--- src/rtl/pc_mem_arbiter_pkg.sv ---
// Shared definitions for the PC / shared-memory-port arbiter.
//   MEM_OP_*         EX-stage memory request encodings (2'b11 is reserved and means no access)
//   S_RST/S_FETCH/S_DATA  arbiter FSM state encodings
//   RESET_PC_DEFAULT default first fetch address after reset
//   is_mem_access()  true for a request that must take the port (load or store)
package pc_mem_arbiter_pkg;

    localparam logic [1:0] MEM_OP_NONE  = 2'b00;
    localparam logic [1:0] MEM_OP_LOAD  = 2'b01;
    localparam logic [1:0] MEM_OP_STORE = 2'b10;

    localparam logic [1:0] S_RST   = 2'b00;
    localparam logic [1:0] S_FETCH = 2'b01;
    localparam logic [1:0] S_DATA  = 2'b10;

    localparam logic [31:0] RESET_PC_DEFAULT = 32'h0000_0000;

    function automatic logic is_mem_access(input logic [1:0] op);
        case (op)
            MEM_OP_LOAD, MEM_OP_STORE: return 1'b1;
            MEM_OP_NONE:               return 1'b0;
            default:                   return 1'b0;
        endcase
    endfunction

endpackage

--- src/rtl/pc_mem_arbiter_redirect.sv ---
// pc_redirect_latch: holds one pending fetch redirect that arrived while the
// memory port could not accept it.
//   clk, rst          clock, synchronous active-low reset
//   clear             drop the pending redirect (it has just been consumed)
//   set_flush         record flush_target; always overrides a pending branch
//   set_branch        record branch_target unless a flush is already pending
//   pend, pend_v      pending target and its valid flag
module pc_redirect_latch
    import pc_mem_arbiter_pkg::*;
#(
    parameter int unsigned ADDR_W = 32
) (
    input  logic              clk,
    input  logic              rst,
    input  logic              clear,
    input  logic              set_flush,
    input  logic [ADDR_W-1:0] flush_target,
    input  logic              set_branch,
    input  logic [ADDR_W-1:0] branch_target,
    output logic [ADDR_W-1:0] pend,
    output logic              pend_v
);

    // Remembers whether the pending target came from a flush, so a later
    // branch cannot overwrite it.
    logic pend_is_flush;

    always_ff @(posedge clk) begin
        if (!rst) begin
            pend          <= '0;
            pend_v        <= 1'b0;
            pend_is_flush <= 1'b0;
        end else if (clear) begin
            pend_v        <= 1'b0;
            pend_is_flush <= 1'b0;
        end else if (set_flush) begin
            pend          <= flush_target;
            pend_v        <= 1'b1;
            pend_is_flush <= 1'b1;
        end else if (set_branch && !(pend_v && pend_is_flush)) begin
            pend          <= branch_target;
            pend_v        <= 1'b1;
            pend_is_flush <= 1'b0;
        end
    end

endmodule

--- src/rtl/pc_mem_arbiter.sv ---
// pc_mem_arbiter: fetch PC generator and arbiter for a memory port shared by
// instruction fetch and EX-stage loads/stores. Accesses may take several
// cycles (mem_ready_i); redirects arriving meanwhile are kept pending.
// Optional macro PC_MISALIGN_EN: misaligned redirect targets raise
// excp_misalign_o instead of being silently aligned.
// Ports:
//   clk, rst                 clock, synchronous active-low reset
//   flush, new_pc            pipeline flush and its target
//   stall_i                  PC stage stall
//   branch_flag_i/_target_i  taken branch from ID
//   mem_op_i, mem_addr_i, mem_wdata_i, mem_be_i  EX load/store request
//   mem_ready_i              current access completes this cycle
//   mem_ce/we/addr/wdata/be_o  memory port (registered)
//   pc_o                     PC of the instruction owning the current access
//   inst_valid_o             current access is a fetch
//   data_access_o            current access is a load/store
//   busy_o                   stall request: access pending and not ready
//   excp_misalign_o          (PC_MISALIGN_EN only) misaligned fetch target pulse
module pc_mem_arbiter
    import pc_mem_arbiter_pkg::*;
#(
    parameter int unsigned       ADDR_W     = 32,
    parameter int unsigned       DATA_W     = 32,
    parameter int unsigned       BE_W       = DATA_W / 8,
    parameter logic [ADDR_W-1:0] RESET_PC   = ADDR_W'(RESET_PC_DEFAULT),
    parameter int unsigned       INST_BYTES = 4
) (
    input  logic              clk,
    input  logic              rst,
    input  logic              flush,
    input  logic [ADDR_W-1:0] new_pc,
    input  logic              stall_i,
    input  logic              branch_flag_i,
    input  logic [ADDR_W-1:0] branch_target_i,
    input  logic [1:0]        mem_op_i,
    input  logic [ADDR_W-1:0] mem_addr_i,
    input  logic [DATA_W-1:0] mem_wdata_i,
    input  logic [BE_W-1:0]   mem_be_i,
    input  logic              mem_ready_i,
    output logic              mem_ce_o,
    output logic              mem_we_o,
    output logic [ADDR_W-1:0] mem_addr_o,
    output logic [DATA_W-1:0] mem_wdata_o,
    output logic [BE_W-1:0]   mem_be_o,
    output logic [ADDR_W-1:0] pc_o,
    output logic              inst_valid_o,
    output logic              data_access_o,
    output logic              busy_o
`ifdef PC_MISALIGN_EN
    ,
    output logic              excp_misalign_o
`endif
);

    localparam logic [ADDR_W-1:0] LOW_MASK = ADDR_W'(INST_BYTES - 1);

    logic [1:0]        state;
    logic [ADDR_W-1:0] last_pc;
    logic [ADDR_W-1:0] seq_pc;
    logic [ADDR_W-1:0] flush_tgt;
    logic [ADDR_W-1:0] br_tgt;
    logic [ADDR_W-1:0] pend;
    logic              pend_v;
    logic              complete;
    logic              latch_branch;

    logic              do_fetch;
    logic              do_data;
    logic [ADDR_W-1:0] fetch_addr;
    logic              pl_clear;
    logic              pl_set_flush;
    logic              pl_set_branch;

    assign complete     = mem_ce_o & mem_ready_i;
    assign busy_o       = mem_ce_o & ~mem_ready_i;
    assign seq_pc       = last_pc + ADDR_W'(INST_BYTES);
    assign latch_branch = branch_flag_i & ~stall_i;

`ifdef PC_MISALIGN_EN
    logic fetch_misaligned;
    assign flush_tgt        = new_pc;
    assign br_tgt           = branch_target_i;
    assign fetch_misaligned = |(fetch_addr & LOW_MASK);
`else
    assign flush_tgt = new_pc & ~LOW_MASK;
    assign br_tgt    = branch_target_i & ~LOW_MASK;
`endif

    pc_redirect_latch #(
        .ADDR_W(ADDR_W)
    ) u_redirect (
        .clk          (clk),
        .rst          (rst),
        .clear        (pl_clear),
        .set_flush    (pl_set_flush),
        .flush_target (flush_tgt),
        .set_branch   (pl_set_branch),
        .branch_target(br_tgt),
        .pend         (pend),
        .pend_v       (pend_v)
    );

    // Next-access selection. A non-completing edge only records redirects.
    always_comb begin
        do_fetch      = 1'b0;
        do_data       = 1'b0;
        fetch_addr    = last_pc;
        pl_clear      = 1'b0;
        pl_set_flush  = 1'b0;
        pl_set_branch = 1'b0;
        case (state)
            S_RST: begin
                do_fetch      = 1'b1;
                fetch_addr    = RESET_PC;
                pl_set_flush  = flush;
                pl_set_branch = latch_branch;
            end
            S_FETCH: begin
                if (!mem_ce_o) begin
                    // Parked after a misaligned target: only a flush leaves.
                    if (flush) begin
                        do_fetch   = 1'b1;
                        fetch_addr = flush_tgt;
                        pl_clear   = 1'b1;
                    end
                end else if (complete) begin
                    if (flush) begin
                        do_fetch   = 1'b1;
                        fetch_addr = flush_tgt;
                        pl_clear   = 1'b1;
                    end else if (is_mem_access(mem_op_i)) begin
                        // Data steals the port; a coincident branch waits.
                        do_data       = 1'b1;
                        pl_set_branch = latch_branch;
                    end else begin
                        do_fetch = 1'b1;
                        pl_clear = 1'b1;
                        if (pend_v)             fetch_addr = pend;
                        else if (stall_i)       fetch_addr = last_pc;
                        else if (branch_flag_i) fetch_addr = br_tgt;
                        else                    fetch_addr = seq_pc;
                    end
                end else begin
                    pl_set_flush  = flush;
                    pl_set_branch = latch_branch;
                end
            end
            S_DATA: begin
                if (complete) begin
                    do_fetch = 1'b1;
                    pl_clear = 1'b1;
                    if (flush)        fetch_addr = flush_tgt;
                    else if (pend_v)  fetch_addr = pend;
                    else if (stall_i) fetch_addr = last_pc;
                    else              fetch_addr = seq_pc;
                end else begin
                    pl_set_flush  = flush;
                    pl_set_branch = latch_branch;
                end
            end
            default: begin
                do_fetch   = 1'b1;
                fetch_addr = RESET_PC;
            end
        endcase
    end

    always_ff @(posedge clk) begin
        if (!rst) begin
            state         <= S_RST;
            mem_ce_o      <= 1'b0;
            mem_we_o      <= 1'b0;
            mem_addr_o    <= RESET_PC;
            mem_wdata_o   <= '0;
            mem_be_o      <= '0;
            pc_o          <= RESET_PC;
            inst_valid_o  <= 1'b0;
            data_access_o <= 1'b0;
            last_pc       <= RESET_PC;
`ifdef PC_MISALIGN_EN
            excp_misalign_o <= 1'b0;
`endif
        end else begin
`ifdef PC_MISALIGN_EN
            excp_misalign_o <= 1'b0;
`endif
            if (do_data) begin
                state         <= S_DATA;
                mem_ce_o      <= 1'b1;
                mem_we_o      <= (mem_op_i == MEM_OP_STORE);
                mem_addr_o    <= mem_addr_i;
                mem_wdata_o   <= mem_wdata_i;
                mem_be_o      <= mem_be_i;
                pc_o          <= last_pc;
                inst_valid_o  <= 1'b0;
                data_access_o <= 1'b1;
            end else if (do_fetch) begin
                state <= S_FETCH;
                pc_o  <= fetch_addr;
`ifdef PC_MISALIGN_EN
                if (fetch_misaligned) begin
                    mem_ce_o        <= 1'b0;
                    mem_we_o        <= 1'b0;
                    inst_valid_o    <= 1'b0;
                    data_access_o   <= 1'b0;
                    excp_misalign_o <= 1'b1;
                end else
`endif
                begin
                    mem_ce_o      <= 1'b1;
                    mem_we_o      <= 1'b0;
                    mem_addr_o    <= fetch_addr;
                    mem_be_o      <= '1;
                    inst_valid_o  <= 1'b1;
                    data_access_o <= 1'b0;
                    last_pc       <= fetch_addr;
                end
            end
        end
    end

endmodule

--- config.mk ---
export PLATFORM = sky130hd
export DESIGN_NAME = pc_mem_arbiter
export DESIGN_NICKNAME = d
export VERILOG_FILES = /design/src/rtl/pc_mem_arbiter_pkg.sv /design/src/rtl/pc_mem_arbiter_redirect.sv /design/src/rtl/pc_mem_arbiter.sv
export SDC_FILE = /design/constraint.sdc
export NUM_CORES = 1
export LEC_CHECK = 0
export ABC_AREA = 0
export CELL_PAD_IN_SITES_DETAIL_PLACEMENT = 0
export CELL_PAD_IN_SITES_GLOBAL_PLACEMENT = 2
export CORE_ASPECT_RATIO = 0.8
export CORE_MARGIN = 5
export CORE_UTILIZATION = 30
export DETAILED_ROUTE_END_ITERATION = 6
export GPL_TIMING_DRIVEN = 0
export HOLD_SLACK_MARGIN = 0.1
export MAX_ROUTING_LAYER = met4
export PLACE_DENSITY = 0.91
export SLEW_MARGIN = 20
export SYNTH_ARGS = -nofsm -noshare
export SYNTH_HDL_FRONTEND = slang
export SYNTH_SLANG_ARGS = --single-unit
--- constraint.sdc ---
create_clock -name clk -period 5.14 [get_ports clk]
set_input_delay 1.028 -clock clk [delete_from_list [all_inputs] [get_ports clk]]
set_output_delay 1.028 -clock clk [all_outputs]
set_load 0.05 [all_outputs]
==> Word level (Yosys, flattened, before mapping) <==
Index checks and enable logic that the tools add are counted.
{ "op_classes": {"n_addsub": 1, "eq_ne": 4, "mux": 58, "bitwise": 8, "n_reduce_logical": 11} }
{ "op_table": {"columns": ["op", "n"], "rows": [
  ["32-bit 2-to-1 mux", 17],
  ["32-bit one-hot mux with 2 select lines", 1],
  ["32-bit by 3-bit adder with 32-bit output (second input constant)", 1],
  ["1-bit 2-to-1 mux", 32],
  ["4-bit 2-to-1 mux", 2],
  ["1-bit one-hot mux with 3 select lines", 2],
  ["2-bit OR reduction", 3],
  ["1-bit inverter", 5],
  ["2-bit by 1-bit == test with 1-bit output (second input constant)", 2],
  ["2-bit == test (second input constant)", 2],
  ["2-bit 2-to-1 mux", 2],
  ["1-bit one-hot mux with 2 select lines", 2],
  ["2-bit AND reduction", 2],
  ["2-bit nonzero test", 2],
  ["1-bit AND", 3],
  ["1-bit logical AND", 2],
  ["2-bit zero test", 1],
  ["1-bit zero test", 1]
]} }
{ "totals": {"regBits": 171, "elab_cells": 95} }

==> Logic depth before layout (Yosys ltp) <==
{ "logic_depth": {"word_depth": 15, "depth_mapped": 12} }

==> By module <==
Synthesis repeated with hierarchy kept, for this count alone.
{ "hier_totals": {"hier_cells": 1527, "hier_area_um2": 11674.9} }
{ "by_module_without_submodules": {"columns": ["module", "instances", "cells_each", "area_per_inst_um2", "seq_area_each_um2"], "rows": [
  ["pc_mem_arbiter", 1, 1365, 9920.8, 2722.6],
  ["pc_redirect_latch", 1, 162, 1754.2, 680.7]
]} }

==> Least setup slack after synthesis <==
OpenSTA, ideal clock, no wires.
{ "synth_timing": {"path_kind": "input to register", "startpoint": "input port mem_op_i[0]", "endpoint": "register u_redirect.pend[10]", "setup_time_ps": 138, "arrival_time_ps": 2999, "path_slack_ps": 2004, "path_stages": 10, "path_buffers": 3, "path_cell_list": "inv_1 > ha_1 > clkbuf_1 > o21ai_0 > a221oi_1 > a2111oi_0 > o22a_1 > clkbuf_1 > clkbuf_1 > a211oi_1"} }
{ "synth_via": {"elab_chain_len": 15, "word_cells_on_any_way": 22} }
{ "synth_rtl": {"columns": ["item", "line", "source"], "rows": [
  ["from (decl)", "pc_mem_arbiter.sv:35", "input logic [1:0] mem_op_i,"],
  ["2-bit == test or 2-bit by 1-bit == test with 1-bit output (tied branches)", "pc_mem_arbiter_pkg.sv:19", "case (op)"],
  ["2-bit OR reduction *", "pc_mem_arbiter_pkg.sv:19", null],
  ["1-bit 2-to-1 mux *", "pc_mem_arbiter_pkg.sv:19", null],
  ["1-bit 2-to-1 mux *", "pc_mem_arbiter.sv:127", "if (flush) begin"],
  ["1-bit 2-to-1 mux *", "pc_mem_arbiter.sv:126", "end else if (complete) begin"],
  ["1-bit 2-to-1 mux *", "pc_mem_arbiter.sv:119", "if (!mem_ce_o) begin"],
  ["1-bit 2-to-1 mux *", "pc_mem_arbiter.sv:111", "case (state)"],
  ["1-bit 2-to-1 mux", "pc_mem_arbiter.sv:131", "end else if (is_mem_access(mem_op_i)) begin"],
  ["1-bit 2-to-1 mux", "pc_mem_arbiter.sv:127", null],
  ["1-bit 2-to-1 mux", "pc_mem_arbiter.sv:126", null],
  ["1-bit 2-to-1 mux", "pc_mem_arbiter.sv:119", null],
  ["1-bit one-hot mux with 3 select lines", "pc_mem_arbiter.sv:111", null],
  ["1-bit logical AND", "pc_mem_arbiter_redirect.sv:40", "end else if (set_branch && !(pend_v && pend_is_flush)) begin"],
  ["2-bit nonzero test (no source line)", null, null],
  ["2-bit AND reduction (no source line) *", null, null],
  ["to (signal assigned)", "pc_mem_arbiter_redirect.sv:37", "pend <= flush_target;"],
  ["to (signal assigned)", "pc_mem_arbiter_redirect.sv:41", "pend <= branch_target;"],
  ["to (decl)", "pc_mem_arbiter_redirect.sv:20", "output logic [ADDR_W-1:0] pend,"]
]} }
Every way passes the cells marked *; elsewhere a longest branch is shown, timed or not. The select of a mux whose other input is x is not followed.
A chain may end at the register's enable or synchronous reset.

==> Worst setup path in the final report <==
{ "layout_timing": {"startpoint": "input port mem_op_i[0]", "endpoint": "register pc_o[4]"} }
{ "layout_via": {"elab_chain_len": 14, "word_cells_on_any_way": 26} }
{ "layout_rtl": {"columns": ["item", "line", "source"], "rows": [
  ["2-bit == test or 2-bit by 1-bit == test with 1-bit output (tied branches)", "pc_mem_arbiter_pkg.sv:19", null],
  ["2-bit OR reduction *", "pc_mem_arbiter_pkg.sv:19", null],
  ["1-bit 2-to-1 mux *", "pc_mem_arbiter_pkg.sv:19", null],
  ["1-bit 2-to-1 mux *", "pc_mem_arbiter.sv:127", null],
  ["1-bit 2-to-1 mux *", "pc_mem_arbiter.sv:126", null],
  ["1-bit 2-to-1 mux *", "pc_mem_arbiter.sv:119", null],
  ["1-bit 2-to-1 mux *", "pc_mem_arbiter.sv:111", null],
  ["32-bit 2-to-1 mux", "pc_mem_arbiter.sv:131", null],
  ["32-bit 2-to-1 mux", "pc_mem_arbiter.sv:127", null],
  ["32-bit 2-to-1 mux", "pc_mem_arbiter.sv:126", null],
  ["32-bit 2-to-1 mux", "pc_mem_arbiter.sv:119", null],
  ["32-bit one-hot mux with 2 select lines", "pc_mem_arbiter.sv:111", null],
  ["32-bit 2-to-1 mux", "pc_mem_arbiter.sv:197", "end else if (do_fetch) begin"],
  ["32-bit 2-to-1 mux", "pc_mem_arbiter.sv:187", "if (do_data) begin"],
  ["to (signal assigned)", "pc_mem_arbiter.sv:194", "pc_o <= last_pc;"],
  ["to (signal assigned)", "pc_mem_arbiter.sv:199", "pc_o <= fetch_addr;"],
  ["to (decl)", "pc_mem_arbiter.sv:45", "output logic [ADDR_W-1:0] pc_o,"]
]} }
Marks and branches as above.

==> results.tsv <==
stage	metric	value	unit
power	power_per_cell_area	254	mW/mm^2
placement	gpl.final_weighted_congestion	1.06	
timing	finalWorstSetupSlack	0.103	ns
yosys	multiplexer_fraction_of_the_synthesized_cell_area	4.50	%
critical_path	worst_path_max_delay_cell	clkbuf_1	
clock_network	ctsLongestPathBuffers	2	
hold_path	whs_endpoint	mem_wdata_o[23]$_SDFFE_PN0P_	
yosys	yosys-top-cells-area	dfxtp_1 30%, nand2_1 6.3%, a21oi_1 5.9%	
yosys	dominantRegCellSynth	dfxtp_1	
critical_path	worst_ep_required_time	5.53	ns
critical_path	critPathMaxStageDelay	0.74	ns
global_route	grt_usage	37.6	%
yosys	synth_warnings	0	
cells_and_area	area_taken_by_flip_flops_and_latches	0.00336	mm^2
global_route	global_route.overflow_total	0	
critical_path	regToRegStartpoint	mem_ce_o$_SDFFE_PN0P_	
critical_path	worst_r2r_endpoint	last_pc[16]$_SDFFE_PN0P_	
critical_path	end_kind	flop	
hold_path	holdPathStages	2	
clock_network	cts_repair_resize_count	0	
yosys	synth_seq_area_share	29.6	%
timing	final_setup_violation_count	0	
routing	drt-total-wl	79500	um
timing	pin_slew_with_the_least_headroom_to_its_limit	1.35	ns
routing	detailedRoute.firstPassIterationCount	7	
critical_path	crit_type	input port to flop	
hold_path	origin_of_the_worst_min_delay_path	mem_wdata_o[23]$_SDFFE_PN0P_	
critical_path	cp_max_fo	10	
timing	hold_ws	0.456	ns
global_route	grt_antenna_before_repair	0	
clock_network	post-cts-setup-buffers	0	
hold_path	hold_path_class	flop to flop	
timing	rsz0062_at_grt	no	
cells_and_area	multi_input_area	0.00724	mm^2
power	power.ir.vdd_worst	224	uV
floorplan	top_ports	245	
critical_path	cp.arrival	5.43	ns
yosys	synth_top_family_by_area	compound AO/OA/AOI/OAI gates	
cells_and_area	num_antenna_cells	0	
global_route	grt_max_degree	17	
critical_path	worst_path_cell_trace	clkdlybuf4s50_1 -> inv_1 -> ha_1 -> clkbuf_1 -> clkbuf_1 -> buf_1 -> clkbuf_1 -> o311ai_0 -> a211oi_1 -> o21ai_0 -> o21ai_0	
status	run_status	finished with violations	
placement	port-buffer-count	236	
placement	placement.setup.worst_slack	-0.418	ns
routing	ant_nets	0	
timing	fmax	0.199	GHz
yosys	ys_seq_elements	168	
floorplan	die_width	228	um
floorplan	fp-row-count	63	
cells_and_area	final_net_count	1920	
timing	final.period_utilization	98.0	%
floorplan	die-height	184	um
yosys	yosysMostFrequentCell	nand2_1	
timing	max_slew_margin	10.0	%
clock_network	clock-sinks	168	
yosys	synth_compound_gate_area_share	35.6	%
timing	period_minus_slack	5.04	ns
timing	fin_worst_skew	0.0192	ns
cells_and_area	nFillCells	3950	
yosys	postSynthCellCount	1517	
yosys	yosys.area_share.adder	0.661	%
clock_network	tritoncts	done	
global_route	number_of_global_route_vias_before_repair	13600	
job	number_of_max_capacitance_violations_reported	0	
floorplan	die_area	0.0419	mm^2
yosys	synth-edff-count	0	
yosys	syn_avg_cell_area	7.49	um^2
critical_path	timing.critical_path.from_type	input port	
floorplan	initial_standard_cell_utilization_of_the_core	30.5	%
placement	postPlaceCellArea	0.0144	mm^2
clock_network	cts-root-buf	clkbuf_16	
yosys	netlist_top_cells_count	191 x nand2_1, 168 x dfxtp_1, 135 x a21oi_1, 124 x clkbuf_1, 94 x o21ai_0	
routing	vias_per_cell	6.48	
floorplan	core_area	0.0372	mm^2
clock_network	ctsHtreeMaxLevel	4	
critical_path	worst-r2r-setup-slack	0.53	ns
cells_and_area	final_area	0.0150	mm^2
cells_and_area	post_route_cells_drive_above_1_share	5.65	%
yosys	share_of_synthesized_flip_flops_with_an_asynchronous_set_or_reset	0	%
yosys	synthXorXnorAreaFrac	0.848	%
placement	detailed_place_hpwl	60100	um
timing	hold_viol	0	
clock_network	postCtsHoldBufs	0	
yosys	post-synth-top-area-fraction	29.6	%
critical_path	critPathMostFrequentCell	clkbuf_1	
global_route	grt_pass1_wl	108000	um
yosys	synth_cell_types	80	
yosys	synth_top_cell_by_area	dfxtp_1	
power	leakagePower	0.00503	uW
routing	drt-initial-drc-count	2478	
routing	via_count	14700	
clock_network	cts-buffers-inserted	17	
power	total_power_consumption	3800	uW
yosys	post_synth_and_or_nand_nor_area_fraction	22.0	%
critical_path	reg2regPathDepth	9	
yosys	synth.net_count	1663	
cells_and_area	flow.area_growth_from_synthesis	31.7	%
clock_network	cts.clk_slew.worst_paths	0.07	ns
timing	slew_violations	0	
yosys	syn_area	0.0114	mm^2
routing	drcViolationCount	4	
routing	routed_wire_length_per_instance	35.0	um
clock_network	worstSkewPairLatency	0.48	ns
status	violations	DRC	
-- critical path: cells and delay by family --
kind,cells,cell delay [ns]
compound gates,4,1.28
fa+ha+maj,1,0.29
buf+inv,6,2.80
-- worst max path at each step --
stage	from	endpoint	slack (ns)	depth (start not counted)
3_3_place_gp	mem_op_i[0]	pc_o[11]$_SDFFE_PN0P_	-0.73	9
5_1_grt	mem_op_i[0]	pc_o[4]$_SDFFE_PN0P_	0.01	11
3_5_place_dp	mem_op_i[0]	mem_addr_o[17]$_SDFFE_PN0P_	-0.42	12
6_report	mem_op_i[0]	pc_o[4]$_SDFFE_PN0P_	0.10	11
2_1_floorplan	mem_op_i[0]	u_redirect.pend[10]$_SDFFE_PN0P_	2.00	10
4_1_cts	mem_op_i[0]	pc_o[17]$_SDFFE_PN0P_	0.09	12
-- flip-flops by register name (all words and copies together) (netlist names) --
name                      count
data_access_o                 1
last_pc                      32
mem_addr_o                   32
mem_be_o                      4
mem_ce_o                      1
mem_wdata_o                  32
mem_we_o                      1
pc_o                         32
state                         1
u_redirect.pend              30
u_redirect.pend_is_flush      1
u_redirect.pend_v             1
-- cells in the final DEF (no fill, tap or decap), types with 18 or more instances in the layout --
cell type / count
clkdlybuf4s50_1: 236
a211oi_1: 44
a31oi_1: 19
nand4_1: 26
nand3_1: 30
dfxtp_1: 168
o22ai_1: 19
clkbuf_1: 123
o211ai_1: 27
mux2i_1: 50
buf_2: 27
nor2_1: 89
inv_1: 24
nand2b_1: 24
a21oi_1: 135
a22oi_1: 60
buf_1: 18
o21ai_0: 93
nand2_1: 191
-- stage by stage --
stage / cells / setup TNS, ns / util (%)
detailed placement: 2242 / -3.38 / 38.6
CTS: 2274 / 0 / 40.2
finish: 2274 / 0 / 40.2
floorplan: 1517 / 0 / -
global route: 2274 / 0 / 40.2
global placement: 2240 / -7.36 / 38.5
-- kinds of logic (layout without fill, tap and decap cells) --
logic type,Yosys count,count (layout)
AO/OA/AOI/OAI,589,589
multiplexers,51,51
adder cells (fa/ha/maj),6,6
AND/OR/NAND/NOR,497,497
flip-flops,168,168
buffers and inverters,195,465
XOR/XNOR,11,11
-- per-layer routing --
layer | up-vias | global-route usage, % | wire (um)
li1 | 6238 | - | -
met1 | 7304 | 53.0 | 35300
met2 | 1041 | 50.7 | 32000
met3 | 163 | 10.8 | 9030
met4 | 0 | 13.8 | 3240
met5 | - | - | 0
-- final cells by class --
| class | instances | area share, % |
|---|---|---|
| Buffer | 170 | 4.55 |
| Clock inverter | 12 | 0.995 |
| Clock buffer | 20 | 3.05 |
| Tap cell | 487 | 4.07 |
| Inverter | 25 | 0.627 |
| Multi-Input combinational cell | 1154 | 48.4 |
| Timing Repair Buffer | 238 | 15.9 |
| Sequential cell | 168 | 22.5 |
-- power breakdown --
part	switching [uW]	leakage (uW)	total [uW]	internal [uW]
clock	652	0.000301	1410	759
combinational	684	0.00336	992	308
sequential	46.2	0.00136	1390	1350
Power figures use the tool's default switching activity.
